===== config.mk =====
export PLATFORM = sky130hd
export DESIGN_NAME = cal_sweep_ctrl_flat
export DESIGN_NICKNAME = d
export VERILOG_FILES = /design/src/rtl/cal_pkg.sv /design/src/rtl/cal_sweep_ctrl_if.sv /design/src/rtl/cal_sweep_ctrl.sv /design/src/flat_wrapper.sv
export SDC_FILE = /design/constraint.sdc
export NUM_CORES = 1
export LEC_CHECK = 0
export BUFFER_PORTS_ARGS = -buffer_cell sky130_fd_sc_hd__buf_2
export CAP_MARGIN = 20
export CORE_MARGIN = 4
export CORE_UTILIZATION = 52
export DETAILED_ROUTE_END_ITERATION = 8
export GPL_TIMING_DRIVEN = 0
export PLACE_DENSITY = 0.76
export SETUP_SLACK_MARGIN = 0.15
export SLEW_MARGIN = 20
export SYNTH_ARGS = -nofsm -noshare
export SYNTH_HDL_FRONTEND = slang
export SYNTH_SLANG_ARGS = --single-unit
export TNS_END_PERCENT = 5

===== constraint.sdc =====
create_clock -name clk_dds -period 2.7 [get_ports clk_dds]
set_input_delay 0.27 -clock clk_dds [delete_from_list [all_inputs] [get_ports clk_dds]]
set_output_delay 0.27 -clock clk_dds [all_outputs]
set_load 0.02 [all_outputs]

===== src/rtl/cal_pkg.sv =====
// Purpose : shared types and constants for the calibration sweep sequencer.
// Latency : n/a (declarations only).
// Backpr. : n/a (declarations only).
//
// Contents: FSM state enum, error codes, watchdog limit, latched run config,
//           and the config sanity check applied when a sweep is requested.
package cal_pkg;

    typedef enum logic [1:0] {
        IDLE = 2'd0,
        LOAD = 2'd1,
        RUN  = 2'd2,
        GAP  = 2'd3
    } cal_state_t;

    typedef enum logic [1:0] {
        CAL_ERR_NONE = 2'd0,
        CAL_ERR_CFG  = 2'd1,
        CAL_ERR_TMO  = 2'd2
    } cal_err_t;

    // Clocks in RUN without a rise of cal before the sweep is declared dead.
    localparam logic [7:0] CAL_WDOG_LIMIT = 8'd255;

    // Config held for the whole sweep. The start value needs no copy here:
    // it is loaded straight into cal_para when the sweep is accepted.
    typedef struct packed {
        logic [5:0] div_stop;
        logic [5:0] div_step;
        logic [7:0] dwell;
        logic [7:0] gap;
    } cal_cfg_t;

    function automatic logic cfg_ok(input logic [5:0] div_start,
                                    input logic [5:0] div_stop,
                                    input logic [5:0] div_step,
                                    input logic [7:0] dwell);
        return (div_start != 6'd0) && (div_step != 6'd0) &&
               (dwell != 8'd0) && (div_start <= div_stop);
    endfunction

endpackage


===== src/rtl/cal_sweep_ctrl_if.sv =====
// Purpose : bundles host config/status and divider control of the sweep sequencer.
// Latency : n/a (wiring only).
// Backpr. : none; go/abort are single-cycle requests, status is level/pulse.
//
// master : host register file plus divider (drives requests, config and cal).
// slave  : cal_sweep_ctrl (drives cal_start/cal_para and all status outputs).
interface cal_sweep_ctrl_if;
    // host requests and config
    logic       sweep_go;
    logic       sweep_abort;
    logic [5:0] div_start;
    logic [5:0] div_stop;
    logic [5:0] div_step;
    logic [7:0] dwell;
    logic [7:0] gap;
    // divider feedback
    logic       cal;
    // divider control
    logic       cal_start;
    logic [5:0] cal_para;
    // host status
    logic       busy;
    logic [5:0] step_idx;
    logic       step_done;
    logic       sweep_done;
    logic       err;
    logic [1:0] err_code;

    modport master (
        output sweep_go, sweep_abort, div_start, div_stop, div_step, dwell, gap, cal,
        input  cal_start, cal_para, busy, step_idx, step_done, sweep_done, err, err_code
    );

    modport slave (
        input  sweep_go, sweep_abort, div_start, div_stop, div_step, dwell, gap, cal,
        output cal_start, cal_para, busy, step_idx, step_done, sweep_done, err, err_code
    );
endinterface


===== src/rtl/cal_sweep_ctrl.sv =====
// Purpose : steps the calibration divider through start..stop, dwelling N cal periods per step.
// Latency : go -> busy 1 clk, go -> cal_start 2 clk; every output registered.
// Backpr. : none; go ignored while busy, abort wins over go and ends any sweep in 1 clk.
//
// Ports: clk_dds (clock), rst_n (sync active-low reset), bus (cal_sweep_ctrl_if.slave):
//        sweep_go/sweep_abort/div_*/dwell/gap/cal in; cal_start/cal_para/busy/
//        step_idx/step_done/sweep_done/err/err_code out.
module cal_sweep_ctrl
    import cal_pkg::*;
(
    input  logic           clk_dds,
    input  logic           rst_n,
    cal_sweep_ctrl_if.slave bus
);

    cal_state_t state_q, state_d;
    cal_cfg_t   cfg_q;

    logic       cal_q;
    logic [7:0] rise_cnt_q;
    logic [7:0] wdog_q;
    logic [7:0] gap_cnt_q;

    logic       cal_start_q, cal_start_d;
    logic [5:0] cal_para_q,  cal_para_d;
    logic       busy_q,      busy_d;
    logic [5:0] step_idx_q,  step_idx_d;
    logic       step_done_q, step_done_d;
    logic       sweep_done_q, sweep_done_d;
    logic       err_q,       err_d;
    cal_err_t   err_code_q,  err_code_d;

    logic       cfg_good, go_ok, go_bad, abort;
    logic       rise, dwell_hit, wdog_tmo, gap_end, last_step, advance;
    logic [6:0] next_sum;

    assign cfg_good = cfg_ok(bus.div_start, bus.div_stop, bus.div_step, bus.dwell);
    assign go_ok    = (state_q == IDLE) && bus.sweep_go && !bus.sweep_abort && cfg_good;
    assign go_bad   = (state_q == IDLE) && bus.sweep_go && !bus.sweep_abort && !cfg_good;
    assign abort    = (state_q != IDLE) && bus.sweep_abort;

    assign rise      = bus.cal && !cal_q;
    assign dwell_hit = rise && (rise_cnt_q == cfg_q.dwell - 8'd1);
    assign wdog_tmo  = !rise && (wdog_q == CAL_WDOG_LIMIT - 8'd1);
    // GAP is only entered with gap >= 1, so gap-1 never underflows there.
    assign gap_end   = (gap_cnt_q == cfg_q.gap - 8'd1);

    // One extra bit so a sum past 63 ends the sweep instead of wrapping.
    assign next_sum  = {1'b0, cal_para_q} + {1'b0, cfg_q.div_step};
    assign last_step = next_sum > {1'b0, cfg_q.div_stop};

    // State register
    always_ff @(posedge clk_dds) begin
        if (!rst_n) state_q <= IDLE;
        else        state_q <= state_d;
    end

    // Next-state logic
    always_comb begin
        state_d = state_q;
        unique case (state_q)
            IDLE: if (go_ok) state_d = LOAD;
            LOAD: state_d = RUN;
            RUN: begin
                if (dwell_hit) begin
                    if (last_step)                 state_d = IDLE;
                    else if (cfg_q.gap == 8'd0)    state_d = LOAD;
                    else                           state_d = GAP;
                end else if (wdog_tmo) begin
                    state_d = IDLE;
                end
            end
            GAP:  if (gap_end) state_d = LOAD;
            default: state_d = IDLE;
        endcase
        if (abort) state_d = IDLE;
    end

    // Output logic: next values of the registered outputs
    always_comb begin
        cal_start_d  = (state_d == RUN);
        busy_d       = (state_d != IDLE);
        cal_para_d   = cal_para_q;
        step_idx_d   = step_idx_q;
        step_done_d  = 1'b0;
        sweep_done_d = 1'b0;
        err_d        = 1'b0;
        err_code_d   = err_code_q;
        advance      = 1'b0;
        if (!abort) begin
            unique case (state_q)
                IDLE: begin
                    if (go_ok) begin
                        cal_para_d = bus.div_start;
                        step_idx_d = 6'd0;
                        err_code_d = CAL_ERR_NONE;
                    end else if (go_bad) begin
                        err_d      = 1'b1;
                        err_code_d = CAL_ERR_CFG;
                    end
                end
                LOAD: ;
                RUN: begin
                    if (dwell_hit) begin
                        step_done_d  = 1'b1;
                        sweep_done_d = last_step;
                        // With no gap the next value must already be in place for LOAD.
                        advance      = !last_step && (cfg_q.gap == 8'd0);
                    end else if (wdog_tmo) begin
                        err_d      = 1'b1;
                        err_code_d = CAL_ERR_TMO;
                    end
                end
                GAP: advance = gap_end;
                default: ;
            endcase
        end
        if (advance) begin
            cal_para_d = next_sum[5:0];
            step_idx_d = step_idx_q + 6'd1;
        end
    end

    // Datapath and output registers
    always_ff @(posedge clk_dds) begin
        if (!rst_n) begin
            cfg_q        <= '0;
            cal_q        <= 1'b0;
            rise_cnt_q   <= 8'd0;
            wdog_q       <= 8'd0;
            gap_cnt_q    <= 8'd0;
            cal_start_q  <= 1'b0;
            cal_para_q   <= 6'd1;
            busy_q       <= 1'b0;
            step_idx_q   <= 6'd0;
            step_done_q  <= 1'b0;
            sweep_done_q <= 1'b0;
            err_q        <= 1'b0;
            err_code_q   <= CAL_ERR_NONE;
        end else begin
            cal_q <= bus.cal;
            if (go_ok) begin
                cfg_q <= '{div_stop: bus.div_stop, div_step: bus.div_step,
                           dwell: bus.dwell, gap: bus.gap};
            end
            // Rise and watchdog counters only live in RUN; any other state
            // (LOAD in particular) leaves them cleared for the next step.
            if (state_q == RUN) begin
                if (rise) begin
                    rise_cnt_q <= rise_cnt_q + 8'd1;
                    wdog_q     <= 8'd0;
                end else begin
                    wdog_q     <= wdog_q + 8'd1;
                end
            end else begin
                rise_cnt_q <= 8'd0;
                wdog_q     <= 8'd0;
            end
            gap_cnt_q    <= (state_q == GAP) ? gap_cnt_q + 8'd1 : 8'd0;
            cal_start_q  <= cal_start_d;
            cal_para_q   <= cal_para_d;
            busy_q       <= busy_d;
            step_idx_q   <= step_idx_d;
            step_done_q  <= step_done_d;
            sweep_done_q <= sweep_done_d;
            err_q        <= err_d;
            err_code_q   <= err_code_d;
        end
    end

    assign bus.cal_start  = cal_start_q;
    assign bus.cal_para   = cal_para_q;
    assign bus.busy       = busy_q;
    assign bus.step_idx   = step_idx_q;
    assign bus.step_done  = step_done_q;
    assign bus.sweep_done = sweep_done_q;
    assign bus.err        = err_q;
    assign bus.err_code   = err_code_q;

endmodule


===== src/flat_wrapper.sv =====
// flat-port wrapper written by rule: the top's interface ports become plain ports
module cal_sweep_ctrl_flat import cal_pkg::*;
  (clk_dds, rst_n, bus_sweep_go, bus_sweep_abort, bus_div_start, bus_div_stop, bus_div_step, bus_dwell, bus_gap, bus_cal, bus_cal_start, bus_cal_para, bus_busy, bus_step_idx, bus_step_done, bus_sweep_done, bus_err, bus_err_code);
  cal_sweep_ctrl_if bus_i ();
  input  logic clk_dds;
  input  logic rst_n;
  input wire logic [$bits(bus_i.sweep_go)-1:0] bus_sweep_go;
  input wire logic [$bits(bus_i.sweep_abort)-1:0] bus_sweep_abort;
  input wire logic [$bits(bus_i.div_start)-1:0] bus_div_start;
  input wire logic [$bits(bus_i.div_stop)-1:0] bus_div_stop;
  input wire logic [$bits(bus_i.div_step)-1:0] bus_div_step;
  input wire logic [$bits(bus_i.dwell)-1:0] bus_dwell;
  input wire logic [$bits(bus_i.gap)-1:0] bus_gap;
  input wire logic [$bits(bus_i.cal)-1:0] bus_cal;
  output wire logic [$bits(bus_i.cal_start)-1:0] bus_cal_start;
  output wire logic [$bits(bus_i.cal_para)-1:0] bus_cal_para;
  output wire logic [$bits(bus_i.busy)-1:0] bus_busy;
  output wire logic [$bits(bus_i.step_idx)-1:0] bus_step_idx;
  output wire logic [$bits(bus_i.step_done)-1:0] bus_step_done;
  output wire logic [$bits(bus_i.sweep_done)-1:0] bus_sweep_done;
  output wire logic [$bits(bus_i.err)-1:0] bus_err;
  output wire logic [$bits(bus_i.err_code)-1:0] bus_err_code;
  assign bus_i.sweep_go = bus_sweep_go;
  assign bus_i.sweep_abort = bus_sweep_abort;
  assign bus_i.div_start = bus_div_start;
  assign bus_i.div_stop = bus_div_stop;
  assign bus_i.div_step = bus_div_step;
  assign bus_i.dwell = bus_dwell;
  assign bus_i.gap = bus_gap;
  assign bus_i.cal = bus_cal;
  assign bus_cal_start = bus_i.cal_start;
  assign bus_cal_para = bus_i.cal_para;
  assign bus_busy = bus_i.busy;
  assign bus_step_idx = bus_i.step_idx;
  assign bus_step_done = bus_i.step_done;
  assign bus_sweep_done = bus_i.sweep_done;
  assign bus_err = bus_i.err;
  assign bus_err_code = bus_i.err_code;
  cal_sweep_ctrl u_core (.clk_dds(clk_dds), .rst_n(rst_n), .bus(bus_i));
endmodule

* Word level (Yosys, flattened, before mapping)
Index checks and enable logic that the tools add are counted.
** Storage, ports and cells
- Bits in registers :: 74
- Input port bits :: 39
- Word-level logic and storage cells :: 106
** Cells by class
- Add/sub/neg operators :: 7
- Order comparisons :: 2
- Eq/ne operators :: 11
- Multiplexer cells :: 30
- Bitwise logic cells :: 4
- Reduce and logical (&&, ||, !) cells :: 35
** Operator list (number)
- two-way mux 6 bit :: 8
- adder 8 x 1 -> 8 bit (second input constant) :: 3
- two-way mux 2 bit :: 11
- equality test 8 bit :: 2
- subtractor 8 x 1 -> 8 bit (second input constant) :: 2
- logical AND 1 bit :: 12
- nonzero test 6 bit :: 2
- nonzero test 2 bit :: 5
- equality test 8 bit (second input constant) :: 1
- zero test 8 bit :: 1
- one-hot mux 2 bit (4 select lines) :: 1
- nonzero test 8 bit :: 1
- adder 6 x 6 -> 7 bit :: 1
- greater-than comparator 7 x 6 -> 1 bit :: 1
- two-way mux 1 bit :: 7
- adder 6 x 1 -> 6 bit (second input constant) :: 1
- equality test 2 bit (second input constant) :: 3
- less-or-equal comparator 6 bit :: 1
- OR reduction 3 bit :: 2
- zero test 1 bit :: 5
- AND reduction 5 bit :: 1
- inequality test 2 bit (second input constant) :: 2
- inverter 1 bit :: 4
- one-hot mux 1 bit (2 select lines) :: 2
- other kinds (9) :: 10

* Depth between registers and ports, before layout
- Depth in word-level cells :: 9
- Gate-level depth with buffers :: 15
- Gate-level depth less buffers :: 14

* Least setup slack after synthesis
OpenSTA, ideal clock, no wires.
- Path type :: reg2reg
- Start point :: register u_core.cal_para_q[1], in the netlist u_core.bus.cal_para[1]
- End point :: register u_core.cal_para_q[5], in the netlist u_core.bus.cal_para[5]
- Library setup time :: 0.091 ns
- Arrival time :: 3.049 ns
- Required time :: 2.609 ns
- Path slack :: -0.440 ns
- Cell stages (with the launch flop) :: 16
- Period minus slack after synthesis :: 3.140 ns
- Cells stage by stage :: dfxtp_1 > ha_1 > a21o_1 > a21oi_1 > o21bai_1 > a21oi_1 > xnor2_1 > ha_1 > nand3_1 > a21o_1 > a21o_1 > and4b_1 > a32oi_2 > buf_2 > nor2_1 > a311oi_1
** Between the ends
- Cells in the longest elaborated chain, start to end :: 9
** RTL lines
- from (decl) :: line cal_sweep_ctrl.sv:25 : logic [5:0] cal_para_q, cal_para_d;
- from (signal assigned) :: line cal_sweep_ctrl.sv:161 : cal_para_q <= cal_para_d;
- adder 6 x 6 -> 7 bit (*) :: line cal_sweep_ctrl.sv:49 : assign next_sum = {1'b0, cal_para_q} + {1'b0, cfg_q.div_step};
- greater-than comparator 7 x 6 -> 1 bit :: line cal_sweep_ctrl.sv:50 : assign last_step = next_sum > {1'b0, cfg_q.div_stop};
- zero test 1 bit :: line cal_sweep_ctrl.sv:108 : advance = !last_step && (cfg_q.gap == 8'd0);
- logical AND 1 bit :: line cal_sweep_ctrl.sv:108
- two-way mux 1 bit :: line cal_sweep_ctrl.sv:104 : if (dwell_hit) begin
- one-hot mux 1 bit (2 select lines) :: line cal_sweep_ctrl.sv:91 : unique case (state_q)
- two-way mux 1 bit :: line cal_sweep_ctrl.sv:90 : if (!abort) begin
- inequality test 2 bit (no line) or nonzero test 2 bit (tied branches)
- AND reduction 3 bit (no line)
Every way passes the cells marked *; elsewhere a longest branch is shown, timed or not.
A chain may end at the register's enable or synchronous reset.

* Worst setup path in the final report
- Start point :: register u_core.cfg_q[17] (netlist name)
- End point :: register u_core.cal_para_q[3], in the netlist u_core.bus.cal_para[3]
** Between the ends
- Cells in the longest elaborated chain, start to end :: 9
** RTL lines
- from (decl) :: line cal_sweep_ctrl.sv:17 : cal_cfg_t cfg_q;
- from (signal assigned) :: line cal_sweep_ctrl.sv:143 : cfg_q <= '{div_stop: bus.div_stop, div_step: bus.div_step,
- adder 6 x 6 -> 7 bit (*) :: line cal_sweep_ctrl.sv:49
- greater-than comparator 7 x 6 -> 1 bit :: line cal_sweep_ctrl.sv:50
- zero test 1 bit :: line cal_sweep_ctrl.sv:108
- logical AND 1 bit :: line cal_sweep_ctrl.sv:108
- two-way mux 1 bit :: line cal_sweep_ctrl.sv:104
- one-hot mux 1 bit (2 select lines) :: line cal_sweep_ctrl.sv:91
- two-way mux 1 bit :: line cal_sweep_ctrl.sv:90
- inequality test 2 bit (no line) or nonzero test 2 bit (tied branches)
- AND reduction 3 bit (no line)
Marked as above.

==> results by group <==
Status
  • Status: complete, but fails checks
  • Failing checks: negative setup slack

Yosys
  • Syn Area/Cell: 8.06 µm²
  • EDFF count, synth: 0
  • YS warnings: 0
  • Seq/Total Area, Yosys: 0.365
  • Main flop type after synthesis: dfxtp_1
  • Gate Count Post-Synth: 503
  • Synth async-reset ratio: 0
  • Synth unique cells: 57
  • Synthesized flop and latch total: 74
  • Post-synthesis cell area: 4060 µm²
  • Net Count, Synth: 568

Power and ir drop
  • Maximum VDD drop: 0.300 mV
  • Leakage: 2.00 nW
  • PD cells: 507 nW/µm²
  • Overall power: 2.48 mW

Timing
  • Setup TNS: -6730 ps
  • Rel. slew slack: 0.560
  • Pins Over Slew Limit: 0
  • Final setup fails: 16
  • Worst Tran Pin Value: 654 ps
  • RSZ-0062 raised after global routing: yes
  • Fmax: 0.310 GHz
  • Tmin final: 3230 ps
  • Clk_skew: 6.96 ps
  • Final period utilization: 1.20
  • Worst Slack Setup Final: -530 ps
  • Final Hold Fails: 0

Clock network
  • TritonCTS Sinks: 74
  • CTS tree: built
  • Worst-case clock buffer depth: 2
  • Clock transition at the registers of the reported paths: 80 ps
  • Clock Latency Late Sink: 350 ps
  • Root Driver: clkbuf_8
  • CTS Buf Count: 9
  • H-tree levels: 3

Detailed routing
  • Met2 Routed Length: 4730 µm
  • First DRT Iteration DRCs: 231
  • Post-route ant nets: 0
  • TritonRoute pass-1 iters: 5
  • Via density: 5.58
  • Total Wirelength: 10100 µm
  • WL per Instance: 14.8 µm
  • Residual DRC: 0
  • Met3 wire len: 636 µm
  • Metal-1 WL: 4510 µm
  • Top Layer Used: met4
  • Via count: 3814

Floorplan
  • IO Count: 58
  • Die area: 9280 µm²
  • Die X: 96.3 µm
  • Rows: 31
  • Core area: 7410 µm²
  • Initial Util: 0.547
  • Die outline height: 96.3 µm

Critical path
  • Setup slack, reg-to-reg: -530 ps
  • Critical-path maximum fanout: 7
  • Reg2reg start: u_core.cfg_q[17]
  • Setup crit end kind: flop
  • Critical Path RT: 2970 ps
  • Critical setup path kind: flop to flop
  • Critical Path AT: 3500 ps
  • R2R cell count: 15
  • Reg2Reg Capture Point: u_core.bus.cal_para[3]
  • Critical Path Start Type: flop

GRT
  • Vias in the first global route: 3692
  • Pin count of the biggest net entering global routing: 13
  • Antenna violations before repair: 0
  • GRT Overall Usage: 0.227
  • Overflow after GRT: 0
  • First-pass GRT wire length: 16400 µm

Min path
  • WHS Path Cells: 3
  • Hold Path End: u_core.cfg_q[6]
  • Hold path startpoint: bus_gap[6]
  • Hold crit path type: input pin to flop

Placed design
  • Cells after DPL: 659
  • Final Wtd Congestion: 0.874
  • DP Worst Slack: -580 ps
  • IO Port Bufs: 57
  • DP Wirelength: 7420 µm

Finish
  • Final #Nets: 645
  • Finished Layout Cells: 683
  • P&R area growth vs syn: 20.9%
  • Final Util: 0.662
  • Antenna fix cells: 0
  • Fill count: 622
  • Share of cells above drive strength 1: 0.209

Flow run
  • Max-Cap Viols: 0
-- cells in the final DEF (no fill, tap or decap), types with 6 or more instances in the layout --
cell type  instances
nand2_1           89
nor2_1            37
a21oi_1           49
clkbuf_8          10
nor2b_1            7
buf_4              6
o21ai_0            9
dfxtp_1           70
buf_2             60
nand4_1            7
o21bai_1           6
nor3_1             7
inv_1             24
nand3_1           21
xor2_1            20
xnor2_1           19
ha_1              22
clkbuf_1          11
-- worst max-delay path: stages (launching register included) --
cell	delay, ps
dfxtp_4	360
ha_4	230
a21o_1	180
a21oi_2	160
o21bai_1	110
a21oi_2	220
xnor2_2	110
ha_1	320
nand3_2	80
a21o_1	160
a21o_1	200
and4b_1	220
a32oi_4	350
buf_6	180
nor2_2	40
a311oi_2	240
-- per-layer routing --
metal	track usage	up-vias
li1	-	1899
met1	0.291	1786
met2	0.369	107
met3	0.0446	22
met4	0.0970	0
met5	0	-
-- repair_timing --
item,CTS,global route
setup endpoints to repair,45,46
hold buffers,0,0
gates cloned,0,1
setup buffers,0,8
pin swaps,1,18
gates resized for setup,10,27
-- cell families after synthesis --
logic type,Yosys count,synth area share
AO/OA/AOI/OAI,104,0.167
XOR/XNOR,40,0.0864
flip-flops,74,0.365
buffers and inverters,46,0.0447
AND/OR/NAND/NOR,210,0.247
multiplexers,3,0.00741
adder cells (fa/ha/maj),26,0.0821
-- synthesized netlist by cell type, drive strengths merged, types with 7 or more instances --
cell    instances  area, µm²
a211oi          8       65.1
a21oi          51        255
buf             7       35.0
clkbuf         15       56.3
dfxtp          74       1480
ha             25        313
inv            24       90.1
nand2          90        338
nand3          22        110
nand4           7       43.8
nor2           40        150
nor2b           7       43.8
nor3            9       50.1
o21ai          12       60.1
xnor2          20        175
xor2           20        175
-- power by group --
part / switching, mW / internal [mW]
Sequential: 0.0291 / 1.12
Clock: 0.409 / 0.501
Combinational: 0.243 / 0.180
Total: 0.681 / 1.80
-- cell type report --
class                           count  area [µm²]  area share
Multi-Input combinational cell    383        2510       0.512
Sequential cell                    74        1490       0.304
Timing Repair Buffer               66         358      0.0730
Clock buffer                       11         163      0.0332
Tap cell                           99         124      0.0253
Buffer                             22         116      0.0237
Inverter                           24        90.1      0.0184
Clock inverter                      4        48.8     0.00995
-- metrics by stage --
stage,hold slack [ps],cell area (µm²)
after CTS,140,4750
after floorplan,346,4090
after global routing,147,4900
final,154,4900
after global placement,445,4500
after detailed placement,447,4500
-- sequential cells by signal, indices dropped and copies added, names as in the netlist --
register	cells
u_core.bus.step_idx	6
u_core.gap_cnt_q	8
u_core.bus.cal_start	1
u_core.bus.sweep_done	1
u_core.state_q	2
u_core.bus.cal_para	6
u_core.bus.err	1
u_core.bus.step_done	1
u_core.bus.busy	1
u_core.cfg_q	28
u_core.bus.err_code	2
u_core.wdog_q	8
u_core.cal_q	1
u_core.rise_cnt_q	8
-- worst max path at each step --
stage,start,endpoint,slack (ps),depth (start not counted)
2_1_floorplan,u_core.bus.cal_para[0],u_core.bus.step_idx[3],-160,13
3_3_place_gp,u_core.cfg_q[17],u_core.bus.cal_para[4],-510,15
3_5_place_dp,u_core.cfg_q[17],u_core.bus.cal_para[0],-580,15
4_1_cts,u_core.bus.cal_para[0],u_core.bus.step_idx[3],-440,12
5_1_grt,u_core.cfg_q[17],u_core.bus.cal_para[2],-690,15
6_report,u_core.cfg_q[17],u_core.bus.cal_para[3],-530,15
Note: power is estimated with default switching activity, not from simulation.
